## config.mk

```make
export PLATFORM = sky130hd
export DESIGN_NAME = frame_wr_ctrl
export DESIGN_NICKNAME = d
export VERILOG_FILES = /design/src/rtl/frame_wr_ctrl.sv
export SDC_FILE = /design/constraint.sdc
export NUM_CORES = 1
export LEC_CHECK = 0
export ABC_AREA = 1
export CAP_MARGIN = 20
export CORE_MARGIN = 3
export CORE_UTILIZATION = 29
export CTS_BUF_LIST = sky130_fd_sc_hd__clkbuf_8
export DETAILED_ROUTE_END_ITERATION = 16
export PLACE_DENSITY = 0.5
export SLEW_MARGIN = 10
export SYNTH_ARGS = -nofsm -noshare
export SYNTH_HDL_FRONTEND = slang
export SYNTH_SLANG_ARGS = --single-unit
```

## constraint.sdc

```tcl
create_clock -name Clk_i -period 5.2 [get_ports Clk_i]
set_input_delay 1.04 -clock Clk_i [delete_from_list [all_inputs] [get_ports Clk_i]]
set_output_delay 1.04 -clock Clk_i [all_outputs]
set_load 0.1 [all_outputs]
```

## src/rtl/frame_wr_ctrl.sv

```systemverilog
// rtl/frame_wr_ctrl.sv - multi-buffer frame store write controller; optional FRAME_DROP_CNT_EN adds Drop_Cnt_o
module frame_wr_ctrl #(
    parameter  int ADDR_W   = 15,
    parameter  int PIXELS_P = 19200,
    parameter  int NUM_BUF  = 2,
    localparam int BUF_W    = $clog2(NUM_BUF)
) (
    input  logic                    Clk_i,
    input  logic                    Reset_i,
    input  logic                    Frame_Start_i,
    input  logic                    Pixel_Available_i,
    input  logic                    Vga_Frame_Ack_i,
    output logic [BUF_W+ADDR_W-1:0] Wr_Addr_o,
    output logic                    Wr_En_o,
    output logic                    Frame_Available_o,
    output logic [BUF_W-1:0]        Rd_Buf_Sel_o,
    output logic [BUF_W:0]          Frames_Ready_o,
`ifdef FRAME_DROP_CNT_EN
    output logic [7:0]              Drop_Cnt_o,
`endif
    output logic                    Buff_Locked_o
);

    typedef enum logic [1:0] {
        S_WAIT_SOF = 2'd0,
        S_WRITE    = 2'd1,
        S_DROP     = 2'd2
    } state_t;

    localparam logic [ADDR_W-1:0] C_LAST_OFF = ADDR_W'(PIXELS_P - 1);
    localparam logic [BUF_W-1:0]  C_LAST_BUF = BUF_W'(NUM_BUF - 1);
    localparam logic [BUF_W:0]    C_FULL     = (BUF_W+1)'(NUM_BUF);

    state_t              r_state;
    state_t              w_state_nxt;
    logic [ADDR_W-1:0]   r_offset;
    logic [BUF_W-1:0]    r_wr_buf;
    logic [BUF_W-1:0]    r_rd_buf;
    logic [BUF_W:0]      r_count;
    logic                w_wr_en;
    logic                w_complete;
    logic                w_clear_off;
    logic                w_full;
    logic                w_ack;

    assign w_full = (r_count == C_FULL);
    assign w_ack  = Vga_Frame_Ack_i && (r_count != '0);

    always_comb begin
        w_state_nxt = r_state;
        w_wr_en     = 1'b0;
        w_complete  = 1'b0;
        w_clear_off = 1'b0;
        case (r_state)
            S_WRITE: begin
                w_wr_en = Pixel_Available_i;
                // A restart wins over completion: the pixel lands, but the frame is discarded
                if (Frame_Start_i) begin
                    w_clear_off = 1'b1;
                end else if (Pixel_Available_i && (r_offset == C_LAST_OFF)) begin
                    w_complete  = 1'b1;
                    w_clear_off = 1'b1;
                    w_state_nxt = S_WAIT_SOF;
                end
            end
            S_WAIT_SOF, S_DROP: begin
                if (Frame_Start_i) begin
                    w_clear_off = 1'b1;
                    w_state_nxt = w_full ? S_DROP : S_WRITE;
                end
            end
            default: w_state_nxt = S_WAIT_SOF;
        endcase
    end

    always_ff @(posedge Clk_i or negedge Reset_i) begin
        if (!Reset_i) begin
            r_state  <= S_WAIT_SOF;
            r_offset <= '0;
            r_wr_buf <= '0;
            r_rd_buf <= '0;
            r_count  <= '0;
        end else begin
            r_state <= w_state_nxt;
            if (w_clear_off) begin
                r_offset <= '0;
            end else if (w_wr_en) begin
                r_offset <= r_offset + 1'b1;
            end
            if (w_complete) begin
                r_wr_buf <= (r_wr_buf == C_LAST_BUF) ? '0 : r_wr_buf + 1'b1;
            end
            if (w_ack) begin
                r_rd_buf <= (r_rd_buf == C_LAST_BUF) ? '0 : r_rd_buf + 1'b1;
            end
            if (w_complete && !w_ack) begin
                r_count <= r_count + 1'b1;
            end else if (w_ack && !w_complete) begin
                r_count <= r_count - 1'b1;
            end
        end
    end

`ifdef FRAME_DROP_CNT_EN
    logic [7:0] r_drop_cnt;
    logic       w_enter_drop;

    assign w_enter_drop = (r_state != S_WRITE) && Frame_Start_i && w_full;

    always_ff @(posedge Clk_i or negedge Reset_i) begin
        if (!Reset_i) begin
            r_drop_cnt <= '0;
        end else if (w_enter_drop && (r_drop_cnt != 8'hFF)) begin
            r_drop_cnt <= r_drop_cnt + 8'd1;
        end
    end

    assign Drop_Cnt_o = r_drop_cnt;
`endif

    assign Wr_Addr_o         = {r_wr_buf, r_offset};
    assign Wr_En_o           = w_wr_en;
    assign Frame_Available_o = (r_count != '0);
    assign Buff_Locked_o     = w_full;
    assign Frames_Ready_o    = r_count;
    assign Rd_Buf_Sel_o      = r_rd_buf;

endmodule

```

# Word level (Yosys, flattened, before mapping)
# Cells that the tools add are included.
# word_totals
reg_bits	21
input_bits	5
word_cells	47
# classes
addsub	5
eq_ne	7
mux	18
n_reduce_logical	12
# ops
op	n
$mux W15	2
$add A15 B1 Y15 const B	1
$eq A15 B15 Y1 const B	1
$mux W2	6
$mux W1	8
$ne A2 B2 Y1 const B	3
$reduce_bool A2 Y1	3
$eq A2 B2 Y1 const B	2
$logic_and A1 B1 Y1	4
$pmux W2 S2	1
$reduce_and A3 Y1	1
$add A1 B1 Y1 const B	2
$add A2 B1 Y2 const B	1
$eq A2 B1 Y1 const B	1
$logic_not A1 Y1	2
$logic_not A2 Y1	1
$pmux W1 S2	1
$reduce_or A2 Y1	1
$sub A2 B1 Y2 const B	1

# Longest topological paths before layout
# depth
ltp_word	9
depth_mapped	13
mapped_depth_nobuf	13

# Worst setup path after synthesis
# Ideal clock, no wire load.
# synth_path
kind	reg-to-output
start	register r_count[1], in the netlist Frames_Ready_o[1]
end	output Buff_Locked_o
arrival_time_ps	2447
slack_ps	1713
path_stages_with_launch	3
cell_sequence	dfrtp_1 inv_1 nor2_1
# synth_via
elab_chain_cells	1
# synth_rtl
item	line	text
start, declared	39	logic [BUF_W:0] r_count;
start signal, assigned	97	r_count <= r_count + 1'b1;
start signal, assigned	99	r_count <= r_count - 1'b1;
$eq A2 B2 Y1	46	assign w_full = (r_count == C_FULL);
end, declared	21	output logic Buff_Locked_o
# No other way between the ends.

# Worst setup path in the final report
# layout_path
start	input Pixel_Available_i
end	output Wr_En_o
# layout_via
elab_chain_cells	1
# layout_rtl
item	line	text
start, declared	11	input logic Pixel_Available_i,
$mux W1	54	case (r_state)
end, declared	14	output logic Wr_En_o,
# No other way between the ends.

==> summary by stage <==
Floorplan
The floorplan step set the die width to 71.7 microns. The floorplan has 23 rows. The die footprint is 5140 sq um. The I/O pin count is 27.

From bottom edge to top edge, the die measures 71.7 microns. The starting density of the core is 30.6%. After floorplanning, the core was sized to cover 4090 sq um.

Place
Once placement completed, the tool counted placed cells totaling 234. The congestion estimate from routability-driven global placement came to 0.873. At the placement stage, the worst setup path has a slack of 2.02 ns. The HPWL after detailed placement is 2110 microns.

The cell area after placement is 1560 sq um. The number of port buffers is 26.

Clock tree
The depth of the CTS H-tree is 1. The clock transition time at the flip-flop clock pins of the worst setup and hold paths is 0.08 ns. TritonCTS built the clock tree.

The clock sink total is 21. The clock root buffer master is sky130_fd_sc_hd__clkbuf_8. In this run, CTS created clock tree buffers numbering 3. The post-cts repair resize count is 0.

The number of setup buffers added after CTS is 0. The clock insertion delay at the later pin of the skew report is 0.26 ns. The worst-case clock buffer depth is 2. The count of hold-fix buffers inserted at cts is 0.

Layout
After routing the design area is 1620 sq um. The number of diodes added for antenna fixing is 0. At the end of the flow, the number of nets in the layout was 197. The layout-stage area growth over the synthesis result is 29.8%. The post-route netlist has 16.4% of its cells at a drive strength greater than 1. The number of inserted filler cells in the final layout is 437. The final instance count without filler cells is 239.

Logic synthesis
The average instance in the mapped netlist occupies 7.87 sq um. The post-synthesis instance total is 159. The distinct cell type count of the synthesized netlist is 25.

The most frequently used cell type in the post-synthesis netlist is sky130_fd_sc_hd__nand2_1. The dominant cell type by area after synthesis is sky130_fd_sc_hd__dfrtp_1. Ranked by total cell area, the synthesized netlist is headed by sky130_fd_sc_hd__dfrtp_1, sky130_fd_sc_hd__nand2_1, sky130_fd_sc_hd__nor2_1. The share of the Yosys chip area taken by registers is 42.0%. The number of enable flip-flop cells after synthesis is 0.

During synthesis, Yosys emitted a total of 0 warnings. The number of nets handed over by synthesis was 166. The share of synthesized registers carrying an async set or reset is 100%. The number of storage elements in the synthesis netlist is 21. The netlist area before placement is 1250 sq um. By count the netlist is led by sky130_fd_sc_hd__nand2_1, sky130_fd_sc_hd__nor2_1, sky130_fd_sc_hd__dfrtp_1. For this run, the leading register cell type out of synthesis is sky130_fd_sc_hd__dfrtp_1.

The share of the synthesized area in the top cell type is 42.0%.

Route
After the first detailed-routing iteration, the DRC count stood at 39. The number of design rule violations left after detail routing is 0. The detail route stage leaves a number of antenna-violating nets equal to 0. After detailed routing, the total wire length is 2790 microns. In the routed layout, each cell is associated on average with a via count of 4.57. The first detailed-routing pass ran for 4 iterations.

The average detailed-routed wire length per instance is 11.7 microns. The total number of vias is 1,092.

Setup path
STA puts the critical path data required time at 4.16 ns. The worst setup path is of the in -> out kind. The capturing element type of the critical path is a primary output. Data on the critical path arrives at its endpoint at 2.13 ns. The sort of element at the start of the critical path is an input port. The top fanout value on the critical path is 5.

STA
The number of endpoints with negative hold slack in the final report came to 0. The slew at the pin closest to its max-slew limit is 0.977 ns. After layout, the minimum clock period comes to 3.17 ns. Dividing the final minimum period by the clock period gives 60.9%. Setup repair after global routing left no endpoint under its margin. Headroom to the max-slew limit came out at 34.7%. Setup slack closes at 2.03 ns. The count of final max-slew check failures is 0. The setup clock skew after layout is 0.00332 ns. Setup violations remaining at the end of the flow were counted as 0. The maximum clock frequency is 316 MHz. The post-route setup TNS is 0 ns.

GRT
The initial antenna violation count was 0. Global routing consumed, over all layers together, 12.3% of the routing resources. The first global-routing pass estimated 5110 microns of wire. The largest net degree at the start of global routing is 22. The overflow left after global routing is 0.

The number of global-route vias before repair is 1,124.

Pwr
The total leakage power is 0.694 nW. The power density normalized to cell area is 455 nW/um^2. The worst vdd rail ir drop is 0.224 mV.

Outcome
The run finished with clean final reports.

Run
Max-cap violations in this run came to 0.

Hold path
The class of the tightest hold or removal check is reg -> reg.
[sequential cells by signal, summed over array words and instances, names as in the netlist]
register and flops:
r_state 2, r_offset 15, Rd_Buf_Sel_o 1, r_wr_buf 1
Frames_Ready_o 2
[through the flow]
| stage | hold slack [ns] | power, mW | util (%) |
|---|---|---|---|
| 6_report | 0.477 | 0.739 | 39.7 |
| 5_1_grt | 0.509 | 0.779 | 39.7 |
| 4_1_cts | 0.482 | 0.747 | 39.4 |
| 3_5_place_dp | 0.471 | 0.637 | 38.3 |
| 3_3_place_gp | 0.463 | 0.635 | 38.3 |
| 2_1_floorplan | 0.471 | 0.543 | - |
[power by group]
part           internal [mW]  switching, mW
registers              0.189         0.0277
clock network         0.0526         0.0527
logic                 0.0943          0.323
total                  0.336          0.404
[cell type report]
cell class,count,area [sq um],share of cell area [%]
multi-input cells,115,629,38.8
flip-flops and latches,21,526,32.4
repair buffers,27,273,16.8
inverters,22,88.8,5.47
well taps,50,62.6,3.85
clock buffers,3,41.3,2.54
clock inverters,1,3.75,0.231
[critical path, cell delays in order]
cell	delay, ns
sky130_fd_sc_hd__clkdlybuf4s50_1	0.54
sky130_fd_sc_hd__inv_2	0.07
sky130_fd_sc_hd__nor2_4	0.16
sky130_fd_sc_hd__buf_4	0.31
[per-layer routing]
| layer | routed length [microns] | part of all wire [%] | GRT usage, % | vias up |
|---|---|---|---|---|
| met1 | 1290 | 46 | 16.1 | 512 |
| met4 | 36 | 1.3 | 2.92 | 0 |
| met3 | 150 | 5.4 | 3.09 | 4 |
| met2 | 1310 | 47 | 20.4 | 31 |
| li1 | - | - | - | 545 |
| met5 | 0 | 0 | 0 | - |
[logic make-up after synthesis]
family | synth area share, %
AND/OR/NAND/NOR | 37.8
buffers and inverters | 7.70
flip-flops | 42.0
XOR/XNOR | 7.00
AO/OA/AOI/OAI | 3.50
adder cells (fa/ha/maj) | 2.00
[placed cells by master (no fill, tap or decap)]
cell type | Yosys | routed
sky130_fd_sc_hd__nor3_1 | 3 | 3
sky130_fd_sc_hd__buf_4 | 1 | 1
sky130_fd_sc_hd__inv_1 | 17 | 18
sky130_fd_sc_hd__o21ai_1 | 1 | 1
sky130_fd_sc_hd__nand4_1 | 3 | 3
sky130_fd_sc_hd__xor2_1 | 8 | 8
sky130_fd_sc_hd__clkdlybuf4s50_1 | 0 | 25
sky130_fd_sc_hd__nor2_2 | 3 | 3
sky130_fd_sc_hd__xnor2_1 | 2 | 2
sky130_fd_sc_hd__nand3_2 | 1 | 1
sky130_fd_sc_hd__o21ai_0 | 3 | 3
sky130_fd_sc_hd__clkbuf_8 | 0 | 3
sky130_fd_sc_hd__buf_8 | 0 | 1
sky130_fd_sc_hd__o31ai_1 | 1 | 1
sky130_fd_sc_hd__a21oi_1 | 2 | 2
sky130_fd_sc_hd__inv_6 | 1 | 1
sky130_fd_sc_hd__inv_2 | 3 | 3
sky130_fd_sc_hd__nand3_1 | 4 | 4
sky130_fd_sc_hd__nand2_2 | 8 | 8
sky130_fd_sc_hd__nor3_2 | 1 | 1
sky130_fd_sc_hd__nand2_4 | 2 | 2
sky130_fd_sc_hd__o22ai_1 | 1 | 1
sky130_fd_sc_hd__ha_1 | 2 | 2
sky130_fd_sc_hd__nor2_4 | 6 | 6
sky130_fd_sc_hd__nor2_1 | 28 | 28
sky130_fd_sc_hd__nand2_1 | 36 | 36
sky130_fd_sc_hd__dfrtp_1 | 21 | 21
sky130_fd_sc_hd__clkinv_2 | 1 | 1
[path summary, 6_finish.rpt]
| kind | from | to | slack, ns | cells past startpoint |
|---|---|---|---|---|
| setup / recovery | Pixel_Available_i | Wr_En_o | 2.03 | 4 |
| hold reg to reg | Rd_Buf_Sel_o | Rd_Buf_Sel_o | 0.48 | 1 |
| max in group asynchronous | Reset_i | r_offset[11] | 3.62 | 2 |
| min in group asynchronous | Reset_i | Rd_Buf_Sel_o | 1.11 | 1 |
| setup reg to reg | r_offset[0] | Frames_Ready_o[1] | 3.08 | 13 |
| hold / removal | Rd_Buf_Sel_o | Rd_Buf_Sel_o | 0.48 | 1 |
No activity file was read; power rests on OpenSTA's default activity.
